[src/rtl/debounce_multi_pkg.sv]
// Shared FSM encoding and width helpers for the multi-channel debouncer.
package debounce_pkg;

    typedef enum logic [1:0] {
        ST_ARMED,
        ST_QUALIFY,
        ST_LOCKED,
        ST_RELEASING
    } state_t;

    localparam int unsigned DEF_NUM_CH          = 5;
    localparam int unsigned DEF_DEBOUNCE_CYCLES = 1048576;
    localparam int unsigned DEF_RELEASE_CYCLES  = 1024;

    // The counter is shared by qualify and release, so it must hold the larger limit.
    function automatic int unsigned cnt_width(input int unsigned deb, input int unsigned rel);
        int unsigned m;
        m = (deb > rel) ? deb : rel;
        return $clog2(m + 1);
    endfunction

    function automatic int unsigned idx_width(input int unsigned n);
        return $clog2(n);
    endfunction

    function automatic int unsigned onehot_index(input logic [31:0] v);
        int unsigned idx;
        idx = 0;
        for (int unsigned i = 0; i < 32; i++) begin
            if (v[i]) idx = i;
        end
        return idx;
    endfunction

endpackage

[src/rtl/debounce_multi_sync.sv]
// Per-bit two-flop synchroniser for asynchronous channel levels.
module sync_2ff #(
    parameter int unsigned WIDTH = 1
) (
    input  logic             clk,
    input  logic             rst_n,
    input  logic [WIDTH-1:0] d,
    output logic [WIDTH-1:0] q
);

    logic [WIDTH-1:0] meta;

    always_ff @(posedge clk or negedge rst_n) begin
        if (!rst_n) begin
            meta <= '0;
            q    <= '0;
        end else begin
            meta <= d;
            q    <= meta;
        end
    end

endmodule

[src/rtl/debounce_multi.sv]
// Multi-channel press debouncer: one shared qualify/release counter, one press per press-release cycle.
module debounce_multi
    import debounce_pkg::*;
#(
    parameter int unsigned NUM_CH          = DEF_NUM_CH,
    parameter int unsigned DEBOUNCE_CYCLES = DEF_DEBOUNCE_CYCLES,
    parameter int unsigned RELEASE_CYCLES  = DEF_RELEASE_CYCLES
) (
    input  logic                           clk,
    input  logic                           rst_n,
    input  logic [NUM_CH-1:0]              raw_in,
    output logic [NUM_CH-1:0]              press_pulse,
    output logic [idx_width(NUM_CH)-1:0]   press_idx,
    output logic                           press_valid,
    output logic                           multi_err,
    output logic                           armed
);

    localparam int unsigned CNT_W = cnt_width(DEBOUNCE_CYCLES, RELEASE_CYCLES);
    localparam int unsigned IDX_W = idx_width(NUM_CH);
    localparam logic [CNT_W-1:0] QUAL_MAX = CNT_W'(DEBOUNCE_CYCLES);
    localparam logic [CNT_W-1:0] REL_LAST = CNT_W'(RELEASE_CYCLES - 1);

    logic [NUM_CH-1:0] s;
    logic [NUM_CH-1:0] s_prev;
    logic [CNT_W-1:0]  cnt;
    state_t            state;

    logic              s_zero;
    logic              s_single;
    logic [CNT_W-1:0]  qual_next;

    sync_2ff #(.WIDTH(NUM_CH)) u_sync (
        .clk   (clk),
        .rst_n (rst_n),
        .d     (raw_in),
        .q     (s)
    );

    always_comb begin
        s_zero   = (s == '0);
        s_single = ((s & (s - NUM_CH'(1))) == '0);
        qual_next = '0;
        if (!s_zero && (s == s_prev)) begin
            qual_next = (cnt == QUAL_MAX) ? QUAL_MAX : cnt + CNT_W'(1);
        end
    end

    // Firing is keyed on the counter's next value so the pulse lands on the same edge it saturates.
    always_ff @(posedge clk or negedge rst_n) begin
        if (!rst_n) begin
            state       <= ST_ARMED;
            cnt         <= '0;
            s_prev      <= '0;
            press_pulse <= '0;
            press_idx   <= '0;
            press_valid <= 1'b0;
            multi_err   <= 1'b0;
            armed       <= 1'b1;
        end else begin
            s_prev      <= s;
            press_pulse <= '0;
            press_idx   <= '0;
            press_valid <= 1'b0;
            multi_err   <= 1'b0;
            case (state)
                ST_ARMED: begin
                    cnt   <= qual_next;
                    armed <= 1'b1;
                    if (!s_zero) state <= ST_QUALIFY;
                end
                ST_QUALIFY: begin
                    armed <= 1'b1;
                    if (s_zero) begin
                        state <= ST_ARMED;
                        cnt   <= '0;
                    end else if (qual_next == QUAL_MAX) begin
                        state <= ST_LOCKED;
                        cnt   <= '0;
                        armed <= 1'b0;
                        if (s_single) begin
                            press_pulse <= s;
                            press_idx   <= IDX_W'(onehot_index(32'(s)));
                            press_valid <= 1'b1;
                        end else begin
                            multi_err <= 1'b1;
                        end
                    end else begin
                        cnt <= qual_next;
                    end
                end
                ST_LOCKED: begin
                    cnt   <= '0;
                    armed <= 1'b0;
                    if (s_zero) begin
                        if (RELEASE_CYCLES <= 1) begin
                            state <= ST_ARMED;
                            armed <= 1'b1;
                        end else begin
                            state <= ST_RELEASING;
                            cnt   <= CNT_W'(1);
                        end
                    end
                end
                ST_RELEASING: begin
                    armed <= 1'b0;
                    if (!s_zero) begin
                        state <= ST_LOCKED;
                        cnt   <= '0;
                    end else if (cnt == REL_LAST) begin
                        state <= ST_ARMED;
                        cnt   <= '0;
                        armed <= 1'b1;
                    end else begin
                        cnt <= cnt + CNT_W'(1);
                    end
                end
                default: begin
                    state <= ST_ARMED;
                    cnt   <= '0;
                    armed <= 1'b1;
                end
            endcase
        end
    end

endmodule

[config.mk]
export PLATFORM = sky130hd
export DESIGN_NAME = debounce_multi
export DESIGN_NICKNAME = d
export VERILOG_FILES = /design/src/rtl/debounce_multi_pkg.sv /design/src/rtl/debounce_multi_sync.sv /design/src/rtl/debounce_multi.sv
export SDC_FILE = /design/constraint.sdc
export NUM_CORES = 1
export LEC_CHECK = 0
export ABC_AREA = 1
export CORE_ASPECT_RATIO = 1.25
export CORE_MARGIN = 5
export CORE_UTILIZATION = 40
export DETAILED_ROUTE_END_ITERATION = 12
export MAX_ROUTING_LAYER = met4
export PLACE_DENSITY = 0.59
export SYNTH_ARGS = -nofsm -noshare
export SYNTH_HDL_FRONTEND = slang
export SYNTH_HIERARCHICAL = 1
export SYNTH_SLANG_ARGS = --single-unit
[constraint.sdc]
create_clock -name clk -period 2.9 [get_ports clk]
set_input_delay 0.58 -clock clk [delete_from_list [all_inputs] [get_ports clk]]
set_output_delay 0.58 -clock clk [all_outputs]
set_load 0.02 [all_outputs]
==> out/results.ini <==
[outcome]
status = complete, no violations

[timing]
relSlewSlack_pct = 60.7
finalCritPeriodShare_pct = 85.4
setup_violations = 0
fin_crit_ps = 2480
tns_ps = 0
rsz0062_at_grt = no
clock-skew-final_ps = 9.57
postLayoutSetupSlackWorst_ps = 424
hold_viol_final = 0
fmax_mhz = 404
maxSlewViolCount = 0
tightest_slew_ps = 589

[power_and_ir_drop]
finalPower_uw = 1350
p_leak_uw = 0.00135
power.density_nw_per_um2 = 468
ir_worst_vdd_v = 0.000357

[yosys]
yosys_warnings = 6
synth_top_area_share_pct = 46.5
synth_area_leaders = dfrtp_1, nand2_1, inv_1
synth_ff_type = dfrtp_1
netlist_instances = 321
syn_nets = 330
synth-edff-count = 0
postSynthAreaPerCell_sq_um = 7.88
ys_types = 30
yosys.area.top_type = dfrtp_1
yosysMostFrequentCell = nand2_1
synth-seq-cells = 48
async_flop_share_pct = 100
netlist_area_sq_um = 2530
synth-seq-area-share_pct = 47.5
ys_top_cells_by_count = nand2_1, dfrtp_1, inv_1, nor2_1, nand3_1

[clock_tree]
cts_hold_buf = 0
postCtsResizedCells = 0
cts_buffers = 5
htree_levels = 2
cts_tree = yes
clock_path_buffers = 2
cts_sinks = 48
post_cts_buffers = 0
clock_tree.root_cell = clkbuf_8
clkTransAtPathRegs_ps = 100
clkLatencyLatePin_ps = 300

[routing]
viasPerCell = 4.86
drc = 0
top_layer = met4
drt_pre_antenna_iters = 4
wl_met2_mm = 2.75
wl_met3_um = 242
vias = 2089
wire_per_inst_um = 12.9
met1Wirelength_mm = 2.39
routed_wl_mm = 5.56
first_iter_violations = 123
postRouteAntennaNets = 0

[floorplanning]
die-area_sq_um = 8020
start_util_pct = 41.0
rows = 32
coreArea_sq_um = 6170
pin_count = 18
die_x_um = 81.1
dieHeight_um = 98.9

[finish]
final_core_util_pct = 46.7
multiInputGateArea_sq_um = 1130
layout-drive-gt1-share_pct = 9.86
n_fill_cell = 655
antenna_cells = 0
area_growth_pct = 13.8
nets = 353
seq_area_sq_um = 1200

[worst_setup_path]
cpMostUsedCell = nand2_4
crit_chain = ha_1 -> nand2_2 -> nor2_4 -> nand3_1 -> o21ai_0 -> nand3_1 -> nor2_1 -> nand2_1 -> nand2_1 -> nand2_2 -> nand2_4 -> nand2_4 -> nand2_4 -> a21boi_0
critPathArrivalTime_ps = 2650
critPathMaxStageDelay_ps = 500
crit_path_max_fanout = 16
worstSetupPathType = flip-flop to flip-flop
required_ps = 3080
worstSetupEndpointType = flip-flop
slowest_stage = dfrtp_1
critPathLaunchType = flip-flop

[grt]
grt-ovfl-total = 0
grt_pass1_wl_mm = 9.68
grt_max_degree = 49
gr-usage-all-layers_pct = 16.0
grt_pass1_vias = 2088
antenna_found_initial = 0

[place]
pre_cts_ws_ps = 418
portBuffers = 17
hpwl_mm = 4.31
place.gp.congestion = 0.943

[hold_path]
hp-class = input port to asynchronous set/reset pin

[flow_run]
max_cap_viol_count = 0

[cell families after synthesis]
logic type      Yosys count  synth area share (%)
xor+xnor                  5                  1.73
fa+ha+maj                 2                 0.989
simple gates            186                  34.2
buf+inv                  47                  7.76
flops                    48                  47.5
compound gates           33                  7.81
[cells in the final DEF, fill, tap and decap left out, types with 2 or more instances in the layout]
master / Yosys / routed
nand2_1: 89 / 89
buf_4: 1 / 2
nor2_4: 5 / 5
nand3_1: 23 / 23
nand2_2: 4 / 4
inv_6: 0 / 2
nand4_1: 11 / 11
inv_1: 43 / 43
a21oi_1: 13 / 13
xnor2_1: 3 / 3
nor2_1: 39 / 39
dfrtp_1: 47 / 47
nor3_1: 5 / 5
a21oi_2: 6 / 6
ha_1: 2 / 2
nor4_1: 3 / 3
o21ai_0: 9 / 9
xor2_1: 2 / 2
clkdlybuf4s50_1: 0 / 16
nand2_4: 4 / 4
clkbuf_8: 0 / 5
[through the flow]
stage | hold slack [ps] | cells | instance area [sq um]
2_1_floorplan | 284 | 321 | 2530
3_3_place_gp | 332 | 422 | 2790
3_5_place_dp | 335 | 422 | 2790
4_1_cts | 358 | 430 | 2880
5_1_grt | 368 | 430 | 2880
6_report | 354 | 430 | 2880
[critical path: cells and delay by family (launching register included)]
family	cells	cell delay (ps)
simple gates	11	1200
flops	1	500
compound gates	2	390
fa+ha+maj	1	250
[report_power, final]
part	switching [uW]	internal, uW
Sequential	29.8	707
Combinational	126	67.8
Clock	239	178
Total	395	953
[registers in the layout, summed over array words and instances (netlist names), named ones only]
name and flops:
multi_err 1, cnt 21, s_prev 5, press_valid 1
u_sync/q 5, armed 1, u_sync/meta 5, press_pulse 4
press_idx 3, state 1
[layer usage]
layer	vias to the layer above	GRT usage (%)
li1	1069	-
met1	962	18.1
met2	45	26.9
met3	13	3.84
met4	0	6.24
met5	-	-
[worst paths after layout]
kind	slack (ps)	to	from	cells past startpoint
worst max-delay path	420	cnt[17]$_DFF_PN0_	cnt[0]$_DFF_PN0_	14
worst min-delay path	350	cnt[11]$_DFF_PN0_	rst_n	2
worst max register to register	420	cnt[17]$_DFF_PN0_	cnt[0]$_DFF_PN0_	14
worst min register to register	350	u_sync/q[3]$_DFF_PN0_	u_sync/meta[3]$_DFF_PN0_	0
max in group asynchronous	2130	state[0]$_DFFE_PN0P_	rst_n	2
min in group clk	350	u_sync/q[3]$_DFF_PN0_	u_sync/meta[3]$_DFF_PN0_	0
[layout make-up]
| class | instances | share of cell area (%) |
|---|---|---|
| flip-flops and latches | 48 | 41.7 |
| well taps | 85 | 3.69 |
| inverters | 44 | 5.73 |
| multi-input cells | 226 | 39.3 |
| repair buffers | 19 | 6.26 |
| clock inverters | 3 | 0.912 |
| clock buffers | 5 | 2.39 |
(Power assumes the default switching activity.)
